<file path="src/rtl/memwb_arbiter_if.sv">
// Pipelined Wishbone (memwb) bus bundle shared by the arbiter's master and slave sides.
`ifndef NORADDRBITS
`define NORADDRBITS 24
`endif
`ifndef NORDATABITS
`define NORDATABITS 32
`endif

interface memwb_arbiter_if #(
    parameter int unsigned ADDRBITS = `NORADDRBITS,
    parameter int unsigned DATABITS = `NORDATABITS
) ();
    logic                cyc;
    logic                stb;
    logic                we;
    logic [ADDRBITS-1:0] adr;
    logic [DATABITS-1:0] dat_w;
    logic [DATABITS-1:0] dat_r;
    logic                ack;
    logic                err;
    logic                stall;

    modport master (
        output cyc, stb, we, adr, dat_w,
        input  dat_r, ack, err, stall
    );

    modport slave (
        input  cyc, stb, we, adr, dat_w,
        output dat_r, ack, err, stall
    );
endinterface

</file>
<file path="src/rtl/memwb_arbiter.sv">
// Two-master round-robin arbiter for the memwb bus: grants per cyc envelope,
// routes ack/err to the owner only and caps outstanding requests at MAXINFLIGHT.
`ifndef NORADDRBITS
`define NORADDRBITS 24
`endif
`ifndef NORDATABITS
`define NORDATABITS 32
`endif

module memwb_arbiter #(
    parameter int unsigned ADDRBITS    = `NORADDRBITS,
    parameter int unsigned DATABITS    = `NORDATABITS,
    parameter int unsigned MAXINFLIGHT = 16
) (
    input  logic                    clk_i,
    input  logic                    reset_i,
    memwb_arbiter_if.slave          m0_io,
    memwb_arbiter_if.slave          m1_io,
    memwb_arbiter_if.master         s_io,
    output logic [1:0]              grant_o
);
    localparam int unsigned CNTW = $clog2(MAXINFLIGHT) + 1;

    typedef enum logic [1:0] {
        IDLE = 2'd0,
        GNT0 = 2'd1,
        GNT1 = 2'd2
    } state_e;

    state_e              state_q, state_d;
    logic                last_owner_q, last_owner_d;
    logic [CNTW-1:0]     inflight_q, inflight_d;

    logic                own_cyc, own_stb, own_we;
    logic [ADDRBITS-1:0] own_adr;
    logic [DATABITS-1:0] own_dat;
    logic                full, accept, ack_fwd;

    logic                s_cyc_c, s_stb_c, s_we_c;
    logic [ADDRBITS-1:0] s_adr_c;
    logic [DATABITS-1:0] s_dat_c;
    logic                m0_ack_c, m0_err_c, m0_stall_c;
    logic                m1_ack_c, m1_err_c, m1_stall_c;
    logic [1:0]          grant_c;

    // Owner request mux; zero when idle so the slave bus rests at 0.
    always_comb begin
        own_cyc = 1'b0;
        own_stb = 1'b0;
        own_we  = 1'b0;
        own_adr = '0;
        own_dat = '0;
        if (state_q == GNT0) begin
            own_cyc = m0_io.cyc;
            own_stb = m0_io.stb;
            own_we  = m0_io.we;
            own_adr = m0_io.adr;
            own_dat = m0_io.dat_w;
        end else if (state_q == GNT1) begin
            own_cyc = m1_io.cyc;
            own_stb = m1_io.stb;
            own_we  = m1_io.we;
            own_adr = m1_io.adr;
            own_dat = m1_io.dat_w;
        end
    end

    assign full = (inflight_q == CNTW'(MAXINFLIGHT));

    always_comb begin
        state_d      = state_q;
        last_owner_d = last_owner_q;
        inflight_d   = inflight_q;
        s_cyc_c      = 1'b0;
        s_stb_c      = 1'b0;
        s_we_c       = 1'b0;
        s_adr_c      = '0;
        s_dat_c      = '0;
        m0_ack_c     = 1'b0;
        m0_err_c     = 1'b0;
        m0_stall_c   = 1'b1;
        m1_ack_c     = 1'b0;
        m1_err_c     = 1'b0;
        m1_stall_c   = 1'b1;
        grant_c      = 2'b00;
        accept       = 1'b0;
        ack_fwd      = 1'b0;

        case (state_q)
            IDLE: begin
                if (m0_io.cyc && m1_io.cyc) begin
                    state_d = last_owner_q ? GNT0 : GNT1;
                end else if (m0_io.cyc) begin
                    state_d = GNT0;
                end else if (m1_io.cyc) begin
                    state_d = GNT1;
                end
            end
            GNT0, GNT1: begin
                s_cyc_c = own_cyc;
                s_stb_c = own_stb & ~full;
                s_we_c  = own_we;
                s_adr_c = own_adr;
                s_dat_c = own_dat;
                accept  = s_stb_c & ~s_io.stall;
                // Error wins over a same-cycle ack; acks with nothing pending are dropped.
                ack_fwd = s_io.ack & (inflight_q != '0) & ~s_io.err;
                if (state_q == GNT0) begin
                    grant_c    = 2'b01;
                    m0_stall_c = s_io.stall | full;
                    m0_ack_c   = ack_fwd;
                    m0_err_c   = s_io.err;
                end else begin
                    grant_c    = 2'b10;
                    m1_stall_c = s_io.stall | full;
                    m1_ack_c   = ack_fwd;
                    m1_err_c   = s_io.err;
                end

                if (!own_cyc) begin
                    state_d      = IDLE;
                    last_owner_d = (state_q == GNT1);
                    inflight_d   = '0;
                end else if (s_io.err) begin
                    inflight_d = '0;
                end else if (accept && !ack_fwd) begin
                    inflight_d = inflight_q + CNTW'(1);
                end else if (!accept && ack_fwd) begin
                    inflight_d = inflight_q - CNTW'(1);
                end
            end
            default: begin
                state_d = IDLE;
            end
        endcase
    end

    always_ff @(posedge clk_i) begin
        if (reset_i) begin
            state_q      <= IDLE;
            last_owner_q <= 1'b1;
            inflight_q   <= '0;
        end else begin
            state_q      <= state_d;
            last_owner_q <= last_owner_d;
            inflight_q   <= inflight_d;
        end
    end

    assign s_io.cyc    = s_cyc_c;
    assign s_io.stb    = s_stb_c;
    assign s_io.we     = s_we_c;
    assign s_io.adr    = s_adr_c;
    assign s_io.dat_w  = s_dat_c;
    assign m0_io.ack   = m0_ack_c;
    assign m0_io.err   = m0_err_c;
    assign m0_io.stall = m0_stall_c;
    assign m0_io.dat_r = s_io.dat_r;
    assign m1_io.ack   = m1_ack_c;
    assign m1_io.err   = m1_err_c;
    assign m1_io.stall = m1_stall_c;
    assign m1_io.dat_r = s_io.dat_r;
    assign grant_o     = grant_c;
endmodule

</file>
<file path="src/flat_wrapper.sv">
// flat-port wrapper written by rule: the top's interface ports become plain ports
module memwb_arbiter_flat 
#(
    parameter int unsigned ADDRBITS    = `NORADDRBITS,
    parameter int unsigned DATABITS    = `NORDATABITS,
    parameter int unsigned MAXINFLIGHT = 16
)
  (clk_i, reset_i, grant_o, m0_io_cyc, m0_io_stb, m0_io_we, m0_io_adr, m0_io_dat_w, m0_io_dat_r, m0_io_ack, m0_io_err, m0_io_stall, m1_io_cyc, m1_io_stb, m1_io_we, m1_io_adr, m1_io_dat_w, m1_io_dat_r, m1_io_ack, m1_io_err, m1_io_stall, s_io_cyc, s_io_stb, s_io_we, s_io_adr, s_io_dat_w, s_io_dat_r, s_io_ack, s_io_err, s_io_stall);
  memwb_arbiter_if #(.ADDRBITS(ADDRBITS), .DATABITS(DATABITS)) m0_io_i ();
  memwb_arbiter_if #(.ADDRBITS(ADDRBITS), .DATABITS(DATABITS)) m1_io_i ();
  memwb_arbiter_if #(.ADDRBITS(ADDRBITS), .DATABITS(DATABITS)) s_io_i ();
  input  logic clk_i;
  input  logic reset_i;
  output logic [1:0] grant_o;
  input wire logic [$bits(m0_io_i.cyc)-1:0] m0_io_cyc;
  input wire logic [$bits(m0_io_i.stb)-1:0] m0_io_stb;
  input wire logic [$bits(m0_io_i.we)-1:0] m0_io_we;
  input wire logic [$bits(m0_io_i.adr)-1:0] m0_io_adr;
  input wire logic [$bits(m0_io_i.dat_w)-1:0] m0_io_dat_w;
  output wire logic [$bits(m0_io_i.dat_r)-1:0] m0_io_dat_r;
  output wire logic [$bits(m0_io_i.ack)-1:0] m0_io_ack;
  output wire logic [$bits(m0_io_i.err)-1:0] m0_io_err;
  output wire logic [$bits(m0_io_i.stall)-1:0] m0_io_stall;
  input wire logic [$bits(m1_io_i.cyc)-1:0] m1_io_cyc;
  input wire logic [$bits(m1_io_i.stb)-1:0] m1_io_stb;
  input wire logic [$bits(m1_io_i.we)-1:0] m1_io_we;
  input wire logic [$bits(m1_io_i.adr)-1:0] m1_io_adr;
  input wire logic [$bits(m1_io_i.dat_w)-1:0] m1_io_dat_w;
  output wire logic [$bits(m1_io_i.dat_r)-1:0] m1_io_dat_r;
  output wire logic [$bits(m1_io_i.ack)-1:0] m1_io_ack;
  output wire logic [$bits(m1_io_i.err)-1:0] m1_io_err;
  output wire logic [$bits(m1_io_i.stall)-1:0] m1_io_stall;
  output wire logic [$bits(s_io_i.cyc)-1:0] s_io_cyc;
  output wire logic [$bits(s_io_i.stb)-1:0] s_io_stb;
  output wire logic [$bits(s_io_i.we)-1:0] s_io_we;
  output wire logic [$bits(s_io_i.adr)-1:0] s_io_adr;
  output wire logic [$bits(s_io_i.dat_w)-1:0] s_io_dat_w;
  input wire logic [$bits(s_io_i.dat_r)-1:0] s_io_dat_r;
  input wire logic [$bits(s_io_i.ack)-1:0] s_io_ack;
  input wire logic [$bits(s_io_i.err)-1:0] s_io_err;
  input wire logic [$bits(s_io_i.stall)-1:0] s_io_stall;
  assign m0_io_i.cyc = m0_io_cyc;
  assign m0_io_i.stb = m0_io_stb;
  assign m0_io_i.we = m0_io_we;
  assign m0_io_i.adr = m0_io_adr;
  assign m0_io_i.dat_w = m0_io_dat_w;
  assign m0_io_dat_r = m0_io_i.dat_r;
  assign m0_io_ack = m0_io_i.ack;
  assign m0_io_err = m0_io_i.err;
  assign m0_io_stall = m0_io_i.stall;
  assign m1_io_i.cyc = m1_io_cyc;
  assign m1_io_i.stb = m1_io_stb;
  assign m1_io_i.we = m1_io_we;
  assign m1_io_i.adr = m1_io_adr;
  assign m1_io_i.dat_w = m1_io_dat_w;
  assign m1_io_dat_r = m1_io_i.dat_r;
  assign m1_io_ack = m1_io_i.ack;
  assign m1_io_err = m1_io_i.err;
  assign m1_io_stall = m1_io_i.stall;
  assign s_io_cyc = s_io_i.cyc;
  assign s_io_stb = s_io_i.stb;
  assign s_io_we = s_io_i.we;
  assign s_io_adr = s_io_i.adr;
  assign s_io_dat_w = s_io_i.dat_w;
  assign s_io_i.dat_r = s_io_dat_r;
  assign s_io_i.ack = s_io_ack;
  assign s_io_i.err = s_io_err;
  assign s_io_i.stall = s_io_stall;
  memwb_arbiter #(.ADDRBITS(ADDRBITS), .DATABITS(DATABITS), .MAXINFLIGHT(MAXINFLIGHT)) u_core (.clk_i(clk_i), .reset_i(reset_i), .m0_io(m0_io_i), .m1_io(m1_io_i), .s_io(s_io_i), .grant_o(grant_o));
endmodule
</file>
<file path="config.mk">
export PLATFORM = sky130hd
export DESIGN_NAME = memwb_arbiter_flat
export DESIGN_NICKNAME = d
export VERILOG_FILES = /design/src/rtl/memwb_arbiter_if.sv /design/src/rtl/memwb_arbiter.sv /design/src/flat_wrapper.sv
export SDC_FILE = /design/constraint.sdc
export NUM_CORES = 1
export LEC_CHECK = 0
export BUFFER_PORTS_ARGS = -buffer_cell sky130_fd_sc_hd__buf_2
export CAP_MARGIN = 20
export CORE_AREA = 2 2 110 112
export CTS_CLUSTER_SIZE = 14
export DETAILED_ROUTE_END_ITERATION = 8
export DIE_AREA = 0 0 112 114
export RECOVER_POWER = 50
export SETUP_SLACK_MARGIN = 0.3
export SYNTH_ARGS = -nofsm -noshare
export SYNTH_HDL_FRONTEND = slang
export SYNTH_SLANG_ARGS = --single-unit
</file>
<file path="constraint.sdc">
create_clock -name clk_i -period 5.5 [get_ports clk_i]
set_input_delay 0.275 -clock clk_i [delete_from_list [all_inputs] [get_ports clk_i]]
set_output_delay 0.275 -clock clk_i [all_outputs]
set_load 0.03 [all_outputs]
</file>
Word level (Yosys, flattened, before mapping)

Index checks and enable logic that the tools add are counted.

Flip-flop bits (word level): 8
Output and inout port bits: 131
Logic and storage cells: 70

$add $sub $neg: 2
Eq/ne operators: 6
Multiplexer cells: 39
Bitwise gates (word level): 9
Reductions and logical operators: 11

Operators with widths:

| kind                | count |
|---|---|
| $mux 32             | 3 |
| $mux 24             | 3 |
| $mux 1              | 21 |
| $mux 5              | 4 |
| $mux 2              | 7 |
| $reduce_and 2->1    | 3 |
| $add 5x1->5 const B | 1 |
| $eq 5x5->1 const B  | 1 |
| $reduce_bool 5->1   | 1 |
| $sub 5x1->5 const B | 1 |
| $and 1x1->1         | 4 |
| $ne 4x3->1 const B  | 1 |
| $ne 4x4->1 const B  | 1 |
| $not 1->1           | 4 |
| $pmux 2 s2          | 1 |
| $logic_and 1x1->1   | 3 |
| $eq 2x1->1 const B  | 1 |
| $eq 2x2->1 const B  | 1 |
| $logic_not 1->1     | 2 |
| $logic_not 2->1     | 1 |
| $ne 2x2->1 const B  | 1 |
| $reduce_or 2->1     | 1 |
| $or 1x1->1          | 1 |

Depth between registers and ports, before layout

Gate-level depths: netlist of run 1.

Word-level depth: 11
Gate-level depth with buffers: 11
Gate-level depth less buffers: 11

Worst setup path before layout of run 1

No wires, ideal clock.

Path kind: reg2reg
Start point: register u_core.state_q[1]
End point: register u_core.inflight_q[4]
Library setup time: 79 ps
Data arrival time: 2,713 ps
Required time: 5,421 ps
Setup slack: 2,708 ps
Cell stages (with the launch flop): 12
Buffers on the path: 0
Cells stage by stage: dfxtp_1 -> inv_1 -> ha_1 -> nand2_1 -> o21ai_1 -> nand3_1 -> fa_1 -> a21o_1 -> a21o_1 -> and4_1 -> or2_0 -> o211ai_1

Cells in the longest elaborated chain, start to end: 9
Elaborated cells between the ends (all ways): 17

Ends and longest elaborated chain:

| what                                                               | line                                       | text |
|---|---|---|
| from (decl)                                                        | memwb_arbiter.sv:30                        | `state_e state_q, state_d;` |
| from (signal assigned)                                             | memwb_arbiter.sv:144                       | `state_q <= state_d;` |
| $eq 2x2->1                                                         | memwb_arbiter.sv:59, memwb_arbiter.sv:89   |  |
| $mux 1                                                             | memwb_arbiter.sv:59                        | `end else if (state_q == GNT1) begin` |
| $mux 1                                                             | memwb_arbiter.sv:53                        | `if (state_q == GNT0) begin` |
| $and 1x1->1                                                        | memwb_arbiter.sv:101                       | `s_stb_c = own_stb & ~full;` |
| $and 1x1->1                                                        | memwb_arbiter.sv:105                       | `accept = s_stb_c & ~s_io.stall;` |
| $logic_not 1->1 / $logic_and 1x1->1 (equally long branches)        | memwb_arbiter.sv:128, memwb_arbiter.sv:126 |  |
| $logic_and 1x1->1 / $mux 5 (equally long branches)                 | memwb_arbiter.sv:128, memwb_arbiter.sv:126 |  |
| $ne 4x4->1 (no source line) / $mux 5 (equally long branches)       | -                                          |  |
| $reduce_and 2->1 (no source line) / $mux 5 (equally long branches) | -                                          |  |
| to (signal assigned)                                               | memwb_arbiter.sv:146                       | `inflight_q <= inflight_d;` |
| to (decl)                                                          | memwb_arbiter.sv:32                        | `logic [CNTW-1:0] inflight_q, inflight_d;` |

Parallel ways exist; a longest one is shown, timed or not.
A chain may end at the register's enable or synchronous reset.

Worst setup path after layout of run 1

Start point: register u_core.state_q[1]
End point: output port s_io_dat_w[29]

Cells in the longest elaborated chain, start to end: 4
Elaborated cells between the ends (all ways): 6

Ends and longest elaborated chain:

| what        | line                                     | text |
|---|---|---|
| $eq 2x2->1  | memwb_arbiter.sv:59, memwb_arbiter.sv:89 |  |
| $mux 32     | memwb_arbiter.sv:59                      |  |
| $mux 32     | memwb_arbiter.sv:53                      |  |
| $mux 32 (*) | memwb_arbiter.sv:89                      | `case (state_q)` |
| to (decl)   | flat_wrapper.sv:37                       | `output wire logic [$bits(s_io_i.dat_w)-1:0] s_io_dat_w;` |

Every way passes the cells marked *; elsewhere a longest branch is shown, timed or not.

==> out/metrics.cfg, run 1 <==
[clocking]
cts_post_setup_buffers_inserted=0
cts_hold_buf=0
cts_buffers=3
clk_path_buf_depth=2
tritoncts=yes
post_cts.resized_instances=0
clk_latency_ns=0.23
htree_levels=1
clk_transition_reported_paths_ns=0.04
root_buffer=sky130_fd_sc_hd__clkbuf_16
tritoncts_num_sinks=8

[pwr]
power-per-cell-area_nw_per_um2=186
leakage_power_nw=1.39
design_power_total_mw=0.453
peakVddDrop_uv=152

[sta]
final-max-slew-violation-count=0
setup_tns_ns=0
fmaxAchievable_mhz=322
period_share_pct=56.5
tightest_slew_ns=1.10
finalSetupViolCount=0
grt_setup_unrepaired=no
finalWorstPathRequiredPeriod_ns=3.11
final_worst_hold_slack_ns=0.278
timing_hold_violations_final=0
fin_skew_ns=0.00106
worst_slew_margin_rel_pct=26.7

[place]
post_dp_cell_area_sq_um=2340
hpwlAfterDp_mm=7.75
gp_congestion=0.827
port_buffers=189

[logic_synthesis]
post_synth_instance_area_sq_um=1740
postSynthCellCount=215
netlist.area_leader.share_pct=30.2
yosysTopAreaCell=sky130_fd_sc_hd__a22o_1
synthesis.area_per_instance_sq_um=8.09
synth_seq_cells=8
synth_seq_area_share_pct=9.20
synth.net_count=379
post_synth_main_area_contributors=sky130_fd_sc_hd__a22o_1, sky130_fd_sc_hd__buf_4, sky130_fd_sc_hd__dfxtp_1
synth-async-reset-ratio_pct=0
synth_enable_flop_cells=0
yosys.cell_count.top_type=sky130_fd_sc_hd__buf_4
yosysWarnings=0
post_synth_num_cell_types=36
ranking_of_synthesized_cells_by_instance_count=sky130_fd_sc_hd__buf_4, sky130_fd_sc_hd__a22o_1, sky130_fd_sc_hd__nand2_1, sky130_fd_sc_hd__dfxtp_1, sky130_fd_sc_hd__ha_1
most_used_flip_flop_cell_after_synthesis=sky130_fd_sc_hd__dfxtp_1

[die]
design.portCount=286
design.core.area_sq_um=11700
die_y_microns=114
die_w_microns=112
initial_core_utilization_pct=14.9
core.rowCount=40
floorplan.die_area_sq_um=12800

[global_route]
grt_overflow_total=0
grt.total_usage_pct=12.5
grt_start_max_net_pins=60
antenna_found_initial=0
grt_first_pass_wirelength_mm=11.9
grt_pass1_vias=1917

[worst_setup_path]
worst-path-max-fanout=57
crit_required_ns=5.22
cp-end-kind=output port
crit_type=flip-flop to output port
worst_setup_path_start_kind=flip-flop
timing.critical_path.arrival_ns=2.83

[final_layout]
layout_overhead_on_the_synthesized_area_pct=39.9
finish.instance_area_sq_um=2430
layout.core_utilization_pct=20.8
finish.net_count=497
layout-drive-gt1-share_pct=59.8
nFillCells=1327
insertedDiodeCount=0

[status]
run_status=finished, final reports clean

[detailed_routing]
antenna_violating_nets_post_route=0
avgRoutedWirePerCell_microns=19.2
viasPerCell=4.33
detail_route.first_pass.iterations=4
first_iter_violations=100
wl_mm=9.18
drc_errors=0
route.vias.total=2069

[job]
maxCapViolCount=0

[worst_hold_path]
holdCritPathClass=input pin to flip-flop

-- cell families after synthesis --
kind of cell / after synthesis / share of synthesized area (%)
adder cells (fa/ha/maj): 9 / 6.90
AND/OR/NAND/NOR: 36 / 11.6
buffers and inverters: 81 / 31.7
flip-flops: 8 / 9.20
AO/OA/AOI/OAI: 76 / 37.7
XOR/XNOR: 2 / 1.01
multiplexers: 3 / 1.87
-- routing by layer --
metal	vias up	GRT usage (%)	routed length (microns)
li1	964	-	-
met3	35	4.04	925
met1	950	18.6	4330
met4	0	4.80	272
met2	120	16.4	3650
met5	-	0	0
-- critical path, stage by stage (launching register included) --
cell	delay, ns
sky130_fd_sc_hd__dfxtp_1	0.37
sky130_fd_sc_hd__inv_1	0.08
sky130_fd_sc_hd__ha_1	0.40
sky130_fd_sc_hd__nor2b_1	0.27
sky130_fd_sc_hd__and2_2	0.90
sky130_fd_sc_hd__a22o_1	0.29
sky130_fd_sc_hd__buf_2	0.23
-- registers in the layout (all words and copies together) (netlist names) --
register and cells:
u_core.state_q 2, u_core.inflight_q 5, u_core.last_owner_q 1
-- final timing paths --
kind	cells past startpoint	to	start	slack, ns
hold reg to reg	2	u_core.last_owner_q$_SDFFE_PP1P_	u_core.last_owner_q$_SDFFE_PP1P_	0.48
setup / recovery	6	s_io_dat_w[29]	u_core.state_q[1]$_SDFFE_PP0P_	2.39
hold / removal	2	u_core.state_q[0]$_SDFFE_PP0P_	reset_i	0.28
setup reg to reg	10	u_core.inflight_q[4]$_SDFFE_PP0P_	u_core.state_q[1]$_SDFFE_PP0P_	2.54
-- cell type report --
class / instances / area [sq um] / share of cell area, %
Clock buffer: 3 / 75.1 / 3.08
Sequential cell: 8 / 160 / 6.58
Multi-Input combinational cell: 126 / 1030 / 42.3
Timing Repair Buffer: 190 / 970 / 39.8
Inverter: 4 / 15.0 / 0.617
Tap cell: 147 / 184 / 7.55
-- power breakdown --
group / total [mW] / switching [mW] / internal [mW]
logic: 0.264 / 0.167 / 0.0967
clock network: 0.125 / 0.0310 / 0.0940
registers: 0.0645 / 0.00250 / 0.0620
-- layout by cell type, fill, tap and decap left out, types with 2 or more instances in the layout --
cell type and instances:
sky130_fd_sc_hd__clkbuf_1 3, sky130_fd_sc_hd__and2_2 2, sky130_fd_sc_hd__and2_1 3, sky130_fd_sc_hd__nand2b_1 2, sky130_fd_sc_hd__inv_1 4, sky130_fd_sc_hd__o211ai_1 2, sky130_fd_sc_hd__clkbuf_16 3, sky130_fd_sc_hd__a22o_1 60
sky130_fd_sc_hd__dfxtp_1 8, sky130_fd_sc_hd__nand3_1 4, sky130_fd_sc_hd__nand2_1 10, sky130_fd_sc_hd__buf_2 186, sky130_fd_sc_hd__nor2_1 6, sky130_fd_sc_hd__and3_1 2, sky130_fd_sc_hd__xor2_1 2, sky130_fd_sc_hd__a21o_1 3
sky130_fd_sc_hd__nor2b_1 2, sky130_fd_sc_hd__and2b_2 2, sky130_fd_sc_hd__ha_1 8
-- per-stage QoR --
step           std cells  setup WS [ns]
3_3_place_gp         474           2.67
2_1_floorplan        215           2.71
6_report             478           2.39
3_5_place_dp         474           2.55
4_1_cts              477           2.40
5_1_grt              478           2.24
No activity file was read; power rests on OpenSTA's default activity.
==> run 2, diff against run 1 <==
--- a/config.mk
+++ b/config.mk
@@ -7,10 +7,10 @@
 export LEC_CHECK = 0
 export BUFFER_PORTS_ARGS = -buffer_cell sky130_fd_sc_hd__buf_2
 export CAP_MARGIN = 20
-export CORE_AREA = 2 2 110 112
+export CORE_AREA = 2 2 111 113
 export CTS_CLUSTER_SIZE = 14
 export DETAILED_ROUTE_END_ITERATION = 8
-export DIE_AREA = 0 0 112 114
+export DIE_AREA = 0 0 113 115
 export RECOVER_POWER = 50
 export SETUP_SLACK_MARGIN = 0.3
 export SYNTH_ARGS = -nofsm -noshare
==> constraint.sdc (replaced) <==
create_clock -name clk_i -period 3.2 [get_ports clk_i]
set_input_delay 0.16 -clock clk_i [delete_from_list [all_inputs] [get_ports clk_i]]
set_output_delay 0.16 -clock clk_i [all_outputs]
set_load 0.03 [all_outputs]
==> out/metrics.cfg, run 2 (synthesis gave the netlist of run 1 again) <==
[status]
run_status=complete, but fails checks
violations_in_the_final_reports=DRC

[place]
placement.setup.worst_slack_ns=0.495  ; -2.05 ns
port_buffers=189  ; unchanged
dp.cells=477  ; +0.63%
post_dp_cell_area_sq_um=2380  ; +2.0%
hpwlAfterDp_mm=7.52  ; -3.0%
gp_congestion=0.821  ; -0.76%

[die]
design.core.area_sq_um=11800  ; +0.85%
core.rowCount=40  ; unchanged
die_y_microns=115  ; +0.88%
floorplan.die_area_sq_um=13000  ; +1.8%
die_w_microns=113  ; +0.89%
design.portCount=286  ; unchanged
initial_core_utilization_pct=14.7  ; -0.13 points

[sta]
period_share_pct=82.4
finalSetupViolCount=0  ; unchanged
final_worst_hold_slack_ns=0.166  ; -0.112 ns
tightest_slew_ns=0.585  ; -0.514 ns
setup_tns_ns=0  ; unchanged
timing_hold_violations_final=0  ; unchanged
grt_setup_unrepaired=no
worst_slew_margin_rel_pct=61.0  ; +34 points
fmaxAchievable_mhz=379
finalWorstPathRequiredPeriod_ns=2.64
final-max-slew-violation-count=0  ; unchanged
fin_ws_ns=0.564  ; -1.83 ns
fin_skew_ns=0.00326  ; +0.00220 ns

[detailed_routing]
antenna_violating_nets_post_route=0  ; unchanged
route.vias.total=2071  ; +0.097%
first_iter_violations=70  ; -30%
wl_mm=8.61  ; -6.2%
drc_errors=36  ; +36
avgRoutedWirePerCell_microns=17.9  ; -7.0%
viasPerCell=4.30  ; -0.73%
detail_route.first_pass.iterations=9  ; +5

[clocking]
cts_buffers=3  ; unchanged
root_buffer=sky130_fd_sc_hd__clkbuf_16
clk_transition_reported_paths_ns=0.04  ; about the same
clk_latency_ns=0.23  ; about the same
cts_hold_buf=0  ; unchanged
cts_post_setup_buffers_inserted=0  ; unchanged
htree_levels=1  ; unchanged
post_cts.resized_instances=0  ; unchanged
clk_path_buf_depth=2  ; unchanged
tritoncts=yes
tritoncts_num_sinks=8  ; unchanged

[global_route]
grt_overflow_total=0  ; unchanged
grt_pass1_vias=1917  ; unchanged
grt_first_pass_wirelength_mm=11.1  ; -6.4%
grt_start_max_net_pins=33  ; -45%
grt.total_usage_pct=11.3  ; -1.2 points
antenna_found_initial=2  ; +2

[worst_setup_path]
cp-end-kind=output port
worst_path_dominant_cell_family=simple AND/OR/NAND/NOR gates
cp.buffers_inverters=3  ; +1
worst-path-max-fanout=32  ; -44%
worst_setup_path_start_kind=flip-flop
critPathSlowestCell=sky130_fd_sc_hd__ha_1
critical_path.max_stage_delay_ns=0.40  ; -0.50 ns
crit_type=flip-flop to output port
timing.critical_path.arrival_ns=2.48  ; -0.35 ns
crit_required_ns=3.04  ; -2.18 ns
worstPathCellList=inv_1, ha_1, nor2b_1, and2_4, buf_12, a22o_1, buf_2

[final_layout]
most-common-layout-cells=sky130_fd_sc_hd__buf_2, sky130_fd_sc_hd__a22o_1, sky130_fd_sc_hd__nand2_1
finish.net_count=499  ; +0.40%
largest_register_ff_count=5  ; unchanged
final-instance-count-excl-fill=482  ; +0.84%
leading_cell_type_in_the_layout_fill_and_taps_excluded=sky130_fd_sc_hd__buf_2
layout-drive-gt1-share_pct=60.4  ; +0.54 points
nFillCells=1331  ; +0.30%
top_register=u_core.inflight_q
layout_top_registers=u_core.inflight_q (5), u_core.state_q (2), u_core.last_owner_q (1)
finish.instance_area_sq_um=2460  ; +1.2%
layout_overhead_on_the_synthesized_area_pct=41.6

[pwr]
peakVddDrop_uv=218  ; +44%
power-per-cell-area_nw_per_um2=310  ; +67%
leakage_power_nw=1.40  ; +0.83%

[worst_hold_path]
holdCritPathClass=input pin to flip-flop

[job]
maxCapViolCount=0  ; unchanged

[run 2: cell types whose count changed in the layout (fill, tap and decap cells not counted), sizes merged]
cell,previous run,this run
diode,0,2
buf,187,189
[run 2: metal layers]
metal	vias up	share of wire [%]	track usage [%]
met5	-	0.15	0
met4	2	1.7	2.60
met3	18	10	3.43
met2	155	50	19.6
met1	927	38	13.8
li1	969	-	-
[run 2: area by class of cell]
cell class	count	area, sq um	share of cell area, %
inverter	4	15.0	0.609
sequential	8	160	6.50
antenna	2	5.00	0.203
clock buffer	3	75.1	3.05
timing repair buffer	192	990	40.2
tap	147	184	7.46
multi-input combinational	126	1040	42.0
[run 2: worst paths after layout]
| kind | from | endpoint | cells past startpoint | slack [ns] |
|---|---|---|---|---|
| worst max-delay path | u_core.state_q[1]$_SDFFE_PP0P_ | s_io_dat_w[2] | 7 | 0.56 |
| worst min register to register | u_core.last_owner_q$_SDFFE_PP1P_ | u_core.last_owner_q$_SDFFE_PP1P_ | 2 | 0.48 |
| worst max register to register | u_core.state_q[1]$_SDFFE_PP0P_ | u_core.inflight_q[4]$_SDFFE_PP0P_ | 10 | 0.58 |
| worst min-delay path | reset_i | u_core.state_q[0]$_SDFFE_PP0P_ | 2 | 0.17 |
[run 2: metrics by stage]
step | power [mW] | util (%)
after global placement | 0.551 | 20.2
final | 0.764 | 20.9
after detailed placement | 0.557 | 20.2
after CTS | 0.771 | 20.8
after global routing | 0.808 | 20.8
after floorplan | 0.529 | -
[run 2: power by group]
part           leakage [nW]  internal [mW]  switching [mW]
clock                0.0370          0.161          0.0472
sequential           0.0650          0.107         0.00407
combinational          1.30          0.169           0.275
==> run 3, diff against run 2 <==
--- a/config.mk
+++ b/config.mk
@@ -7,10 +7,10 @@
 export LEC_CHECK = 0
 export BUFFER_PORTS_ARGS = -buffer_cell sky130_fd_sc_hd__buf_2
 export CAP_MARGIN = 20
-export CORE_AREA = 2 2 111 113
+export CORE_AREA = 2 2 110 112
 export CTS_CLUSTER_SIZE = 14
 export DETAILED_ROUTE_END_ITERATION = 8
-export DIE_AREA = 0 0 113 115
+export DIE_AREA = 0 0 112 114
 export RECOVER_POWER = 50
 export SETUP_SLACK_MARGIN = 0.3
 export SYNTH_ARGS = -nofsm -noshare
==> constraint.sdc (replaced) <==
create_clock -name clk_i -period 2.2 [get_ports clk_i]
set_input_delay 0.11 -clock clk_i [delete_from_list [all_inputs] [get_ports clk_i]]
set_output_delay 0.11 -clock clk_i [all_outputs]
set_load 0.03 [all_outputs]
==> out/metrics.cfg, run 3 (synthesis gave the netlist of run 1 again) <==
[status]
run_status=complete, but fails checks
violations_in_the_final_reports=setup timing

[worst_setup_path]
cp-end-kind=flip-flop
worst-path-max-fanout=4  ; -88%
crit_type=flip-flop to flip-flop
crit_required_ns=2.36  ; -0.68 ns
worst_setup_path_start_kind=flip-flop
timing.critical_path.arrival_ns=2.48  ; about the same

[job]
maxCapViolCount=0  ; unchanged

[die]
core.rowCount=40  ; unchanged
design.portCount=286  ; unchanged
initial_core_utilization_pct=14.9  ; +0.13 points
die_y_microns=114  ; -0.87%
design.core.area_sq_um=11700  ; -0.85%
die_w_microns=112  ; -0.88%
floorplan.die_area_sq_um=12800  ; -1.7%

[final_layout]
top_register=u_core.inflight_q
finish.net_count=549  ; +10%
leading_cell_type_in_the_layout_fill_and_taps_excluded=sky130_fd_sc_hd__buf_2
most-common-layout-cells=sky130_fd_sc_hd__buf_2, sky130_fd_sc_hd__buf_6, sky130_fd_sc_hd__a22o_4
layout_overhead_on_the_synthesized_area_pct=133
largest_register_ff_count=5  ; unchanged
nFillCells=1152  ; -13%
final-instance-count-excl-fill=533  ; +11%
layout_top_registers=u_core.inflight_q (5), u_core.state_q (2), u_core.last_owner_q (1)
layout-drive-gt1-share_pct=79.4  ; +19 points

[pwr]
design_power_total_mw=1.60  ; +110%
leakage_power_nw=2.05  ; +46%
power-per-cell-area_nw_per_um2=394  ; +27%
peakVddDrop_uv=430  ; +97%

[place]
port_buffers=189  ; unchanged
gp_congestion=0.825  ; +0.49%
hpwlAfterDp_mm=6.08  ; -19%
dp.cells=492  ; +3.1%

[sta]
finalWorstPathRequiredPeriod_ns=2.33
fin_skew_ns=0.00362  ; +0.000357 ns
grt_setup_unrepaired=yes
timing_hold_violations_final=0  ; unchanged
fin_ws_ns=-0.126  ; -0.690 ns
fmaxAchievable_mhz=430
final-max-slew-violation-count=0  ; unchanged
finalSetupViolCount=1  ; +1
period_share_pct=106
tightest_slew_ns=0.360  ; -0.225 ns
worst_slew_margin_rel_pct=76.1  ; +15 points

[clocking]
tritoncts_num_sinks=8  ; unchanged
clk_latency_ns=0.24  ; about the same
cts_buffers=3  ; unchanged
htree_levels=1  ; unchanged
clk_path_buf_depth=2  ; unchanged
tritoncts=yes
cts_hold_buf=0  ; unchanged
clk_transition_reported_paths_ns=0.04  ; about the same
root_buffer=sky130_fd_sc_hd__clkbuf_16

[detailed_routing]
first_iter_violations=86  ; +23%
drc_errors=0  ; -100%
route.vias.total=2344  ; +13%
antenna_violating_nets_post_route=0  ; unchanged
wl_mm=9.81  ; +14%
detail_route.first_pass.iterations=4  ; -5
avgRoutedWirePerCell_microns=18.4  ; +3.0%
viasPerCell=4.40  ; +2.4%

[global_route]
grt_start_max_net_pins=20  ; -39%
antenna_found_initial=2  ; unchanged
grt_first_pass_wirelength_mm=13.0  ; +17%
grt_overflow_total=0  ; unchanged
grt_pass1_vias=2352  ; +23%
grt.total_usage_pct=13.1  ; +1.8 points

[worst_hold_path]
holdCritPathClass=input pin to flip-flop

run 3: area by class of cell:
class	count	area, sq um	area share (%)
repair buffers	242	2140	52.7
multi-input cells	126	1470	36.3
well taps	147	184	4.54
flip-flops and latches	8	166	4.10
clock buffers	4	78.8	1.94
inverters	4	15.0	0.370
diodes	2	5.00	0.123
run 3: worst max-delay path, cell delays in order (launching register included):
cell	delay [ns]
sky130_fd_sc_hd__dfxtp_4	0.34
sky130_fd_sc_hd__nor4_4	0.35
sky130_fd_sc_hd__buf_4	0.20
sky130_fd_sc_hd__a21oi_4	0.07
sky130_fd_sc_hd__nand3_4	0.12
sky130_fd_sc_hd__ha_1	0.26
sky130_fd_sc_hd__a21o_1	0.19
sky130_fd_sc_hd__a21o_1	0.17
sky130_fd_sc_hd__and4_1	0.16
sky130_fd_sc_hd__or2_0	0.19
sky130_fd_sc_hd__o211ai_1	0.20
run 3: final timing paths:
| path | startpoint | endpoint | slack (ns) | depth (start not counted) |
|---|---|---|---|---|
| hold reg to reg | u_core.last_owner_q$_SDFFE_PP1P_ | u_core.last_owner_q$_SDFFE_PP1P_ | 0.46 | 2 |
| setup / recovery | u_core.inflight_q[1]$_SDFFE_PP0P_ | u_core.inflight_q[4]$_SDFFE_PP0P_ | -0.13 | 10 |
| hold / removal | reset_i | u_core.state_q[1]$_SDFFE_PP0P_ | 0.09 | 2 |
| setup reg to reg | u_core.inflight_q[1]$_SDFFE_PP0P_ | u_core.inflight_q[4]$_SDFFE_PP0P_ | -0.13 | 10 |
run 3: what timing repair did:
action | in CTS | in global routing
setup buffers | 11 | 9
pin swaps | 21 | 38
resized for setup | 174 | 18
gates cloned | 10 | 5
endpoints found under the setup margin | 64 | 66
run 3: power breakdown:
group	leakage [nW]	switching, mW	internal, mW
clock	0.0382	0.0887	0.243
sequential	0.0667	0.00725	0.154
combinational	1.94	0.527	0.579
total	2.05	0.623	0.977
run 3: per-stage QoR:
stage | setup WS (ns) | hold WS, ns | setup TNS (ns) | instance area, sq um | utilization [%]
2_1_floorplan | -0.0376 | 0.175 | -0.0376 | 1840 | -
3_3_place_gp | 0.0216 | 0.220 | 0 | 2590 | 22.2
3_5_place_dp | -0.0654 | 0.220 | -0.0654 | 2590 | 22.2
4_1_cts | -0.0665 | 0.0809 | -0.0665 | 3720 | 31.8
5_1_grt | -0.225 | 0.0956 | -0.225 | 4060 | 34.6
6_report | -0.126 | 0.0878 | -0.126 | 4060 | 34.6
run 3: routing by layer:
| layer | vias to the layer above | part of all wire, % | track usage, % |
|---|---|---|---|
| li1 | 1078 | - | - |
| met5 | - | 0 | 0 |
| met4 | 0 | 2.3 | 5.37 |
| met2 | 131 | 52 | 23.8 |
| met1 | 1115 | 39 | 15.4 |
| met3 | 20 | 6.8 | 1.91 |
